File: src/rtl/hazard_pkg.sv
// Shared operand-forwarding encodings for the hazard/forwarding unit.
package hazard_pkg;

  typedef logic [1:0] fwd_sel_t;

  localparam fwd_sel_t FWD_NONE   = 2'b00;
  localparam fwd_sel_t FWD_MEM_WB = 2'b01;
  localparam fwd_sel_t FWD_EX_MEM = 2'b10;

endpackage

File: src/rtl/hazard_scoreboard.sv
// Per-register countdown scoreboard for in-flight long-latency writebacks.
module hazard_scoreboard #(
  parameter int unsigned REG_AW = 5,
  parameter int unsigned LAT_W  = 4
) (
  input  logic                   clk_i,
  input  logic                   rst_i,
  input  logic                   issue_i,
  input  logic [REG_AW-1:0]      issue_rd_i,
  input  logic [LAT_W-1:0]       issue_lat_i,
  output logic [2**REG_AW-1:0]   busy_o
);

  localparam int unsigned NumRegs = 2 ** REG_AW;

  logic [LAT_W-1:0] cnt_q [NumRegs];
  logic [LAT_W-1:0] cnt_d [NumRegs];
  logic             issue_valid;

  assign issue_valid = issue_i && (issue_rd_i != '0) && (issue_lat_i != '0);

  // A re-issue never shortens an entry, so an older longer write keeps the register busy.
  always_comb begin
    for (int unsigned r = 0; r < NumRegs; r++) begin
      cnt_d[r] = (cnt_q[r] != '0) ? cnt_q[r] - LAT_W'(1) : '0;
      if (issue_valid && (issue_rd_i == REG_AW'(r)) && (issue_lat_i > cnt_d[r])) begin
        cnt_d[r] = issue_lat_i;
      end
    end
  end

  always_ff @(posedge clk_i or posedge rst_i) begin
    if (rst_i) begin
      for (int unsigned r = 0; r < NumRegs; r++) begin
        cnt_q[r] <= '0;
      end
    end else begin
      for (int unsigned r = 0; r < NumRegs; r++) begin
        cnt_q[r] <= cnt_d[r];
      end
    end
  end

  always_comb begin
    busy_o = '0;
    for (int unsigned r = 1; r < NumRegs; r++) begin
      busy_o[r] = (cnt_q[r] != '0);
    end
  end

endmodule

File: src/rtl/hazard_fwd_unit.sv
// EX operand forwarding, load-use / scoreboard stall generation and stall performance counters.
module hazard_fwd_unit
  import hazard_pkg::*;
#(
  parameter int unsigned NUM_SRC       = 2,
  parameter int unsigned REG_AW        = 5,
  parameter int unsigned LAT_W         = 4,
  parameter int unsigned CNT_W         = 32,
  parameter int unsigned STALL_TIMEOUT = 64
) (
  input  logic                      clk,
  input  logic                      rst,
  input  logic [NUM_SRC*REG_AW-1:0] ex_rs,
  input  logic [NUM_SRC*REG_AW-1:0] id_rs,
  input  logic [NUM_SRC-1:0]        id_rs_used,
  input  logic [REG_AW-1:0]         id_ex_rd,
  input  logic                      id_ex_memread,
  input  logic [REG_AW-1:0]         ex_mem_rd,
  input  logic                      ex_mem_regwrite,
  input  logic [REG_AW-1:0]         mem_wb_rd,
  input  logic                      mem_wb_regwrite,
  input  logic                      ll_issue,
  input  logic [REG_AW-1:0]         ll_rd,
  input  logic [LAT_W-1:0]          ll_lat,
  input  logic                      perf_clr,
  output logic [NUM_SRC*2-1:0]      fwd_sel,
  output logic                      stall,
  output logic                      bubble,
  output logic [CNT_W-1:0]          stall_cycles,
  output logic                      stall_err
);

  localparam int unsigned RunW = $clog2(STALL_TIMEOUT + 1);

  logic [2**REG_AW-1:0] busy;
  logic                 load_use;
  logic                 sb_hazard;
  logic [CNT_W-1:0]     stall_cycles_q, stall_cycles_d;
  logic [RunW-1:0]      run_q, run_d;
  logic                 err_q, err_d;

  hazard_scoreboard #(
    .REG_AW (REG_AW),
    .LAT_W  (LAT_W)
  ) u_scoreboard (
    .clk_i       (clk),
    .rst_i       (rst),
    .issue_i     (ll_issue),
    .issue_rd_i  (ll_rd),
    .issue_lat_i (ll_lat),
    .busy_o      (busy)
  );

  always_comb begin
    fwd_sel = '0;
    for (int unsigned i = 0; i < NUM_SRC; i++) begin
      logic [REG_AW-1:0] rs;
      fwd_sel_t          sel;
      rs  = ex_rs[i*REG_AW +: REG_AW];
      sel = FWD_NONE;
      if (ex_mem_regwrite && (ex_mem_rd != '0) && (ex_mem_rd == rs)) begin
        sel = FWD_EX_MEM;
      end else if (mem_wb_regwrite && (mem_wb_rd != '0) && (mem_wb_rd == rs)) begin
        sel = FWD_MEM_WB;
      end
      fwd_sel[i*2 +: 2] = sel;
    end
  end

  always_comb begin
    load_use  = 1'b0;
    sb_hazard = 1'b0;
    for (int unsigned i = 0; i < NUM_SRC; i++) begin
      logic [REG_AW-1:0] rs;
      rs = id_rs[i*REG_AW +: REG_AW];
      if (id_rs_used[i]) begin
        if (id_ex_memread && (id_ex_rd != '0) && (rs == id_ex_rd)) begin
          load_use = 1'b1;
        end
        if (busy[rs]) begin
          sb_hazard = 1'b1;
        end
      end
    end
  end

  assign stall  = load_use | sb_hazard;
  assign bubble = stall;

  always_comb begin
    stall_cycles_d = stall_cycles_q;
    if (perf_clr) begin
      stall_cycles_d = '0;
    end else if (stall && (stall_cycles_q != '1)) begin
      stall_cycles_d = stall_cycles_q + CNT_W'(1);
    end

    // Run length holds at the timeout so it cannot wrap back below it.
    run_d = '0;
    err_d = err_q;
    if (stall) begin
      run_d = (run_q == RunW'(STALL_TIMEOUT)) ? run_q : run_q + RunW'(1);
      if (run_d == RunW'(STALL_TIMEOUT)) begin
        err_d = 1'b1;
      end
    end
  end

  always_ff @(posedge clk or posedge rst) begin
    if (rst) begin
      stall_cycles_q <= '0;
      run_q          <= '0;
      err_q          <= 1'b0;
    end else begin
      stall_cycles_q <= stall_cycles_d;
      run_q          <= run_d;
      err_q          <= err_d;
    end
  end

  assign stall_cycles = stall_cycles_q;
  assign stall_err    = err_q;

endmodule

File: config.mk
export PLATFORM = sky130hd
export DESIGN_NAME = hazard_fwd_unit
export DESIGN_NICKNAME = d
export VERILOG_FILES = /design/src/rtl/hazard_pkg.sv /design/src/rtl/hazard_scoreboard.sv /design/src/rtl/hazard_fwd_unit.sv
export SDC_FILE = /design/constraint.sdc
export NUM_CORES = 1
export LEC_CHECK = 0
export BUFFER_PORTS_ARGS = -buffer_cell sky130_fd_sc_hd__buf_2
export CORE_MARGIN = 1.5
export CORE_UTILIZATION = 56
export CTS_BUF_LIST = sky130_fd_sc_hd__clkbuf_8 sky130_fd_sc_hd__clkbuf_16
export CTS_CLUSTER_DIAMETER = 120
export CTS_CLUSTER_SIZE = 10
export DETAILED_ROUTE_END_ITERATION = 10
export HOLD_SLACK_MARGIN = 0.08
export MAX_ROUTING_LAYER = met4
export PLACE_DENSITY_LB_ADDON = 0.08
export SLEW_MARGIN = 40
export SYNTH_ARGS = -nofsm -noshare
export SYNTH_HDL_FRONTEND = slang
export SYNTH_SLANG_ARGS = --single-unit
File: constraint.sdc
create_clock -name clk -period 4.6 [get_ports clk]
set_input_delay 0.46 -clock clk [delete_from_list [all_inputs] [get_ports clk]]
set_output_delay 0.46 -clock clk [all_outputs]
set_load 0.01 [all_outputs]
* Yosys cells after proc, flatten, opt, wreduce, memory -nomap -nowiden
Cells that the tools add are included.
** Word-level totals
- Bits in latches :: 0
- Output and inout bits :: 39
- Bits in writable memories :: 0
- Bits of input ports :: 53
- Bits in read-only memories :: 0
- Memories kept :: 0
- Word-level logic and storage cells :: 335
- Register bits :: 164
** Cells by class
- Add/sub/neg operators :: 33
- Bitwise logic cells :: 1
- Muxes and demuxes :: 82
- Div/mod/pow operators :: 0
- Shifts and indexed selects :: 0
- Reduce and logical (&&, ||, !) cells :: 112
- Eq/ne operators :: 40
- Multiply operators :: 0
- Magnitude comparators :: 33
** Operator list (count)
- 2-to-1 mux 4 bit :: 62
- nonzero test 4 bit :: 32
- greater-than comparator 4 bit :: 31
- subtractor 4 x 1 -> 4 bit (second input constant) :: 31
- == test 5 bit (second input constant) :: 16
- logical AND 1 bit :: 74
- 2-to-1 mux 32 bit :: 2
- == test 5 x 4 -> 1 bit (second input constant) :: 8
- adder 32 x 1 -> 32 bit (second input constant) :: 1
- != test 32 bit (second input constant) :: 1
- == test 5 bit :: 6
- == test 5 x 3 -> 1 bit (second input constant) :: 4
- nonzero test 5 bit :: 4
- == test 7 bit (second input constant) :: 2
- 2-to-1 mux 7 bit :: 2
- < comparator 5 x 6 -> 1 bit (second input constant) :: 2
- 2-to-1 mux 1 bit :: 12
- binary-select mux 1 bit (select 5 bit) :: 2
- == test 5 x 2 -> 1 bit (second input constant) :: 2
- adder 7 x 1 -> 7 bit (second input constant) :: 1
- == test 5 x 1 -> 1 bit (second input constant) :: 1
- 2-to-1 mux 2 bit :: 2
- AND reduction 2 bit :: 1
- nonzero test 2 bit :: 1
- bitwise OR 1 bit :: 1

* Depth between registers and ports, before layout
Gate-level depths: netlist of run 1.
- Depth in word-level cells :: 11
- Mapped depth :: 11
- Gate-level depth less buffers :: 10

* Modules after synthesis
From an unflattened synthesis of run 1, not the netlist that was laid out.
** Unflattened totals
- Cell total of the unflattened synthesis :: 1230
- Area, all modules :: 12469.5 um^2
** By module, submodules not included
- hazard_scoreboard :: seq. area each 3103.0 um^2, cells each 866, area an instance 9127.5 um^2, instances 1
- hazard_fwd_unit :: seq. area each 1001.0 um^2, cells each 364, area an instance 3342.0 um^2, instances 1

* Worst setup path after synthesis of run 1
Ideal clock, no wire load.
- Path type :: input port to flip-flop
- Start point :: in ll_lat[0]
- End point :: reg u_scoreboard.cnt_q[92] in the netlist's numbering
- Arrival :: 2654 ps
- Path slack :: 1765 ps
- Buffers on the path :: 1
- Setup time :: 181 ps
- Required time :: 4419 ps
- Stages on the path :: 8
- Path through :: inv_1 clkbuf_1 ha_1 nor2b_1 o21a_1 o21a_1 o2111ai_1 o21ai_0
** RTL lines
- start, declared :: line hazard_fwd_unit.sv:24 : input logic [LAT_W-1:0] ll_lat,
- end signal, assigned by index :: line hazard_scoreboard.sv:39 : cnt_q[r] <= cnt_d[r];
- end, declared :: line hazard_scoreboard.sv:16 : logic [LAT_W-1:0] cnt_q [NumRegs];

* Final worst setup path of run 1
- Start point :: reg u_scoreboard.cnt_q[80] in the netlist's numbering
- End point :: out bubble
** On the way
- Longest elaborated chain between the ends :: 8
** RTL lines
- nonzero test 4 bit * :: line hazard_scoreboard.sv:47 : busy_o[r] = (cnt_q[r] != '0);
- binary-select mux 1 bit (select 5 bit) :: line hazard_fwd_unit.sv:80 : if (busy[rs]) begin
- 2-to-1 mux 1 bit (not written as such) :: line hazard_fwd_unit.sv:80
- 2-to-1 mux 1 bit :: line hazard_fwd_unit.sv:80
- 2-to-1 mux 1 bit :: line hazard_fwd_unit.sv:76 : if (id_rs_used[i]) begin
- 2-to-1 mux 1 bit :: line hazard_fwd_unit.sv:80
- 2-to-1 mux 1 bit * :: line hazard_fwd_unit.sv:76
- bitwise OR 1 bit * :: line hazard_fwd_unit.sv:87 : assign stall = load_use | sb_hazard;
- end, declared :: line hazard_fwd_unit.sv:28 : output logic bubble,
Mark *: on every way between the ends. The rest lies on a longest branch, timed or not. The select of a mux whose other input is x is not followed.

==> impl_metrics.toml, run 1 <==
[status]
status = "finished clean"

[drt]
wl_per_cell_um = 17.4
antenna_left = 0
drc_errors = 0
vias = 10500
initialDrtViolationCount = 642
vias_per_cell = 6.08
wl_um = 30000
firstDrtPassIters = 5

[pwr]
switching_share_pct = 29.3
switching_power_uw = 1080
power_uw = 3700
clkPwrFrac_pct = 38.7
power_density_nw_per_um2 = 276
seq_power_share_pct = 42.1
p_leak_uw = 0.00622
peakVddDrop_v = 0.000272
power_frac_comb_pct = 19.3
p_int_uw = 2620

[floorplan]
dieHeight_um = 150
ios = 92
core_um2 = 21000
start_util_pct = 57.2
die_x_um = 150
die_area_um2 = 22400
floorplan.rows = 53

[synth]
synth_area_leaders = "dfrtp_1, ha_1, a21oi_1"
ys_seq_elements = 164
synthDistinctLibCells = 68
async_flop_share_pct = 100
syn_area_um2 = 12000
synth_top_area_cell = "dfrtp_1"
yosysSeqAreaShare_pct = 34.1
synth_edf_count = 0
syn_avg_cell_area_um2 = 8.93
ys_warn_count = 0
synth_flop_cell = "dfrtp_1"
synth_fp_nets = 1528
synth_cells = 1348
yosysTopAreaCellShare_pct = 34.1

[sta]
min_period_over_period_pct = 82.3
maxSlewViolCount = 0
fmax_ghz = 0.264
rsz0062_at_grt = "no"
worstMarginPinSlew_ps = 783
setup_tns_ps = 0
slew_headroom_pct = 47.3
timing.final.ws_setup_ps = 814
timing.final.hold_violations = 0
period_minus_slack_ps = 3790
fin_worst_skew_ps = 10.4
setup_viol = 0

[clock_tree]
cts_tree = "done"
cts_made_buffers = 17
clkSlewWorstSetupHoldPaths_ps = 60
cts.sink_count = 164
hold_buffers = 0
cts-resized-gates = 0
htree_num_levels = 4
root_buffer = "clkbuf_16"
worstSkewPairLatency_ps = 440
cts_buffer_depth = 2
cts_setup_buffers = 0

[finish]
drive_gt1_share_pct = 13.3
finish.utilization_pct = 63.7
multiInputGateArea_um2 = 7670
area_growth_pct = 11.3
final_area_um2 = 13400
regArea_um2 = 4100
fin_nets = 1617
n_fill_cell = 1753

[placement]
dp_slack_ps = 1380
portBuffers = 91
place_area_um2 = 12800
dp_hpwl_um = 21300
place_congestion = 0.919

[hold_path]
hold_path.class = "in2async"

[global_routing]
grt_pass1_vias = 10100
grt_max_degree = 101
grt-ovfl-total = 0
antenna_found_initial = 4
track_usage_pct = 28.5
grt_pass1_wl_um = 48900

[setup_path]
rr_startpoint = "u_scoreboard.cnt_q[80]"
path_buf_inv = 2
worstPathMaxFanout = 9
rrSetupSlack_ps = 1420
cpMaxStageDelayCell = "nor4_1"
crit_required_ps = 4140
cp-end-kind = "primary output"
setup.worst_path.class = "reg2out"
crit_arrival_ps = 3330
crit_path_max_incr_delay_ps = 640
startpoint_type = "flip-flop"
critPathTopFamily = "simple AND/OR/NAND/NOR gates"
crit_chain = "nor4_1, o22ai_1, a2111oi_0, a311o_1, a21oi_2, nor3_2, inv_2, buf_2"
startpoint = "u_scoreboard.cnt_q[80]"

[job]
cap_viol_max_count = 0
flip-flops by register name, summed over array words and instances (netlist names):
name and flops:
run_q 7, stall_cycles 32, u_scoreboard.cnt_q 124, stall_err 1
routing by layer:
| metal | wire, µm | GRT usage [%] | part of all wire (%) | up-vias |
|---|---|---|---|---|
| li1 | - | - | - | 5220 |
| met1 | 13300 | 34.9 | 44 | 4970 |
| met2 | 14300 | 46.9 | 48 | 268 |
| met3 | 1890 | 5.67 | 6.3 | 55 |
| met4 | 581 | 9.80 | 1.9 | 0 |
| met5 | 0 | - | 0 | - |
worst paths after layout:
| path | end | cells after the start |
|---|---|---|
| hold / removal | u_scoreboard.cnt_q[62] | 3 |
| setup / recovery | bubble | 8 |
| max in group asynchronous | stall_cycles[12] | 4 |
| hold reg to reg | stall_err | 1 |
| min in group clk | stall_err | 1 |
| setup reg to reg | stall_cycles[30] | 9 |
cells by family (layout without fill, tap and decap cells):
family          count (synthesis)  in the layout  share of synthesized area, %
other cells                     0              4                             0
xor+xnor                       38             38                          2.77
compound gates                369            369                          18.9
flops                         164            164                          34.1
fa+ha+maj                     127            127                          13.2
simple gates                  547            547                          24.3
mux                            47             47                          4.62
buf+inv                        56            157                          2.13
synthesized netlist by cell type, types with 16 or more instances:
library cell  number
a21oi_1          152
clkbuf_1          22
dfrtp_1          164
ha_1             127
inv_1             19
mux2i_1           36
nand2_1           61
nand3_1           17
nand4_1           37
nor2_1           184
nor2b_1           43
nor3_1            31
nor3b_1           32
nor4_1            34
o2111ai_1         31
o21a_1            65
o21ai_0           83
or2_2             30
or4_1             16
xor2_1            28
layout make-up:
cell class / count / share of cell area, %
inverters: 21 / 0.617
repair buffers: 105 / 4.43
flip-flops and latches: 164 / 30.6
multi-input cells: 1128 / 57.3
diodes: 4 / 0.0747
clock buffers: 19 / 3.38
well taps: 275 / 2.57
clock inverters: 12 / 0.990
through the flow:
step                hold WS (ps)  cells
floorplan                    503   1348
global placement             456   1692
detailed placement           464   1693
CTS                          131   1724
global route                 154   1728
finish                       123   1728
power groups by stage:
stage               combinational [µW]  clock, µW  sequential [µW]
finish                             713       1430             1560
global route                       809       1520             1570
CTS                                716       1460             1560
detailed placement                 712          0             1580
global placement                   686          0             1580
floorplan                          501          0             1570
tightest hold or removal path, stage by stage:
cell and delay (ps):
buf_2 110, clkinvlp_4 70, buf_12 290
cell usage in the layout (no fill, tap or decap), types with 32 or more instances in the layout:
cell type,synthesis,routed
nor3b_1,32,32
dfrtp_1,164,164
mux2i_1,36,36
nor2_1,184,184
buf_2,7,91
nand4_1,37,37
nor4_1,34,34
nor2b_1,43,43
o21ai_0,83,83
ha_1,127,127
nand2_1,61,61
a21oi_1,152,152
o21a_1,65,65
No activity file was read; power rests on OpenSTA's default activity.
==> inputs of run 2 (changes only) <==
--- a/config.mk
+++ b/config.mk
@@ -7,7 +7,7 @@
 export LEC_CHECK = 0
 export BUFFER_PORTS_ARGS = -buffer_cell sky130_fd_sc_hd__buf_2
 export CORE_MARGIN = 1.5
-export CORE_UTILIZATION = 56
+export CORE_UTILIZATION = 62
 export CTS_BUF_LIST = sky130_fd_sc_hd__clkbuf_8 sky130_fd_sc_hd__clkbuf_16
 export CTS_CLUSTER_DIAMETER = 120
 export CTS_CLUSTER_SIZE = 10
==> constraint.sdc (replaced) <==
create_clock -name clk -period 3.5 [get_ports clk]
set_input_delay 0.35 -clock clk [delete_from_list [all_inputs] [get_ports clk]]
set_output_delay 0.35 -clock clk [all_outputs]
set_load 0.01 [all_outputs]
==> run 2 against run 1 <==
  * Critical endpoint unchanged
  * Non-clock buffer count increased by 9
  * Sequential power increased by 31%
  * Critical path depth unchanged
  * Largest power group unchanged
  * Combinational power increased by 37%
  * Largest cell class unchanged
==> impl_metrics.toml, run 2 (same netlist as run 1, synthesis figures left out) <==
[status]
status = "finished clean"

[clock_tree]
cts.sink_count = 164
htree_num_levels = 4
cts_made_buffers = 17
cts_tree = "done"
cts_buffer_depth = 2
worstSkewPairLatency_ps = 440
root_buffer = "clkbuf_16"
clkSlewWorstSetupHoldPaths_ps = 70

[floorplan]
floorplan.rows = 50
die_area_um2 = 20300
ios = 92
die_x_um = 142
core_um2 = 18900
dieHeight_um = 142
start_util_pct = 63.7

[finish]
drive_gt1_share_pct = 13.8
fin_nets = 1626
final_common_cell = "nor2_1"
area_growth_pct = 12.1
largest_register_ffs = 124
final_area_um2 = 13500
final_cell_mix = "nor2_1, dfrtp_1, a21oi_1, ha_1, buf_2"
regMostFlops = "u_scoreboard.cnt_q"

[sta]
worstMarginPinSlew_ps = 768
setup_tns_ps = 0
slew_headroom_pct = 48.4
timing.final.hold_violations = 0
fmax_ghz = 0.306
setup_viol = 0
min_period_over_period_pct = 93.4
rsz0062_at_grt = "no"
fin_worst_skew_ps = 10.8
maxSlewViolCount = 0
fin_hold_ws_ps = 449
period_minus_slack_ps = 3270

[global_routing]
antenna_found_initial = 3
grt_pass1_wl_um = 48300
track_usage_pct = 30.9
grt-ovfl-total = 0
grt_max_degree = 83
grt_pass1_vias = 10100

[drt]
vias = 10700
antenna_left = 0
initialDrtViolationCount = 610
firstDrtPassIters = 5
drc_errors = 0
vias_per_cell = 6.21
wl_per_cell_um = 17.4
wl_um = 29900

[setup_path]
startpoint_type = "flip-flop"
setup.worst_path.class = "reg2out"
crit_arrival_ps = 2920
crit_required_ps = 3150
worstPathMaxFanout = 8
cp-end-kind = "primary output"

[hold_path]
hold_path.class = "in2reg"

[pwr]
peakVddDrop_v = 0.000365
p_leak_uw = 0.00629
power_density_nw_per_um2 = 374
power_uw = 5050

[job]
cap_viol_max_count = 0

[placement]
portBuffers = 91
place_congestion = 0.924
place_area_um2 = 12800
dp_hpwl_um = 20700
==> run 2: cell count changes in the layout (fill, tap and decap cells not counted), sizes merged <==
cell / before / now
buf: 105 / 113
diode: 4 / 3
clkinv: 3 / 2
clkinvlp: 6 / 3
dlygate4sd3: 0 / 1
inv: 22 / 24
bufinv: 2 / 4
==> run 2: worst paths after layout <==
kind,cells past startpoint,startpoint,slack [ps],to
max in group asynchronous,4,rst,2090,u_scoreboard.cnt_q[110]
hold reg to reg,1,stall_err,470,stall_err
hold / removal,2,perf_clr,450,stall_cycles[9]
setup / recovery,8,u_scoreboard.cnt_q[49],230,bubble
min in group asynchronous,3,rst,550,stall_cycles[16]
setup reg to reg,9,u_scoreboard.cnt_q[49],620,stall_cycles[5]
==> run 2: power by group <==
part / internal (µW) / switching [µW] / total [µW]
Combinational: 408 / 570 / 978
Clock: 1230 / 789 / 2020
Sequential: 1970 / 80.0 / 2050
==> run 2: routing by layer <==
layer / GRT usage [%] / routed length [µm] / up-vias
li1: - / - / 5244
met5: - / 0 / -
met2: 52.0 / 14400 / 292
met3: 4.71 / 1490 / 49
met1: 38.6 / 13500 / 5100
met4: 9.66 / 543 / 0
==> run 2: layout make-up <==
class                   instances  area (µm²)
well taps                     260         325
clock buffers                  19         453
multi-input cells            1128        7680
diodes                          3        7.51
inverters                      21        82.6
fillers                      1538        5410
flip-flops and latches        164        4100
clock inverters                12         180
repair buffers                114         656
==> run 2: worst max-delay path, cell delays in order (launching register included) <==
cell and delay [ps]:
dfrtp_1 410, nor4_1 480, mux4_2 330, nor2_1 50, o41ai_2 510, a311oi_4 90
nor3_2 290, inv_2 150, buf_2 170
==> run 2: per-stage QoR <==
stage	std cells	setup slack (ps)	util (%)
6_report	1721	231	71.4
5_1_grt	1721	11.2	71.4
4_1_cts	1718	228	71.3
3_5_place_dp	1686	539	67.9
3_3_place_gp	1686	542	67.9
2_1_floorplan	1348	775	-
==> run 2: repair_timing <==
item,in CTS,in global routing
hold endpoints to repair,27,0
hold buffers,1,0
setup endpoints to repair,0,2
resized for setup,0,1
buffers inserted,0,0
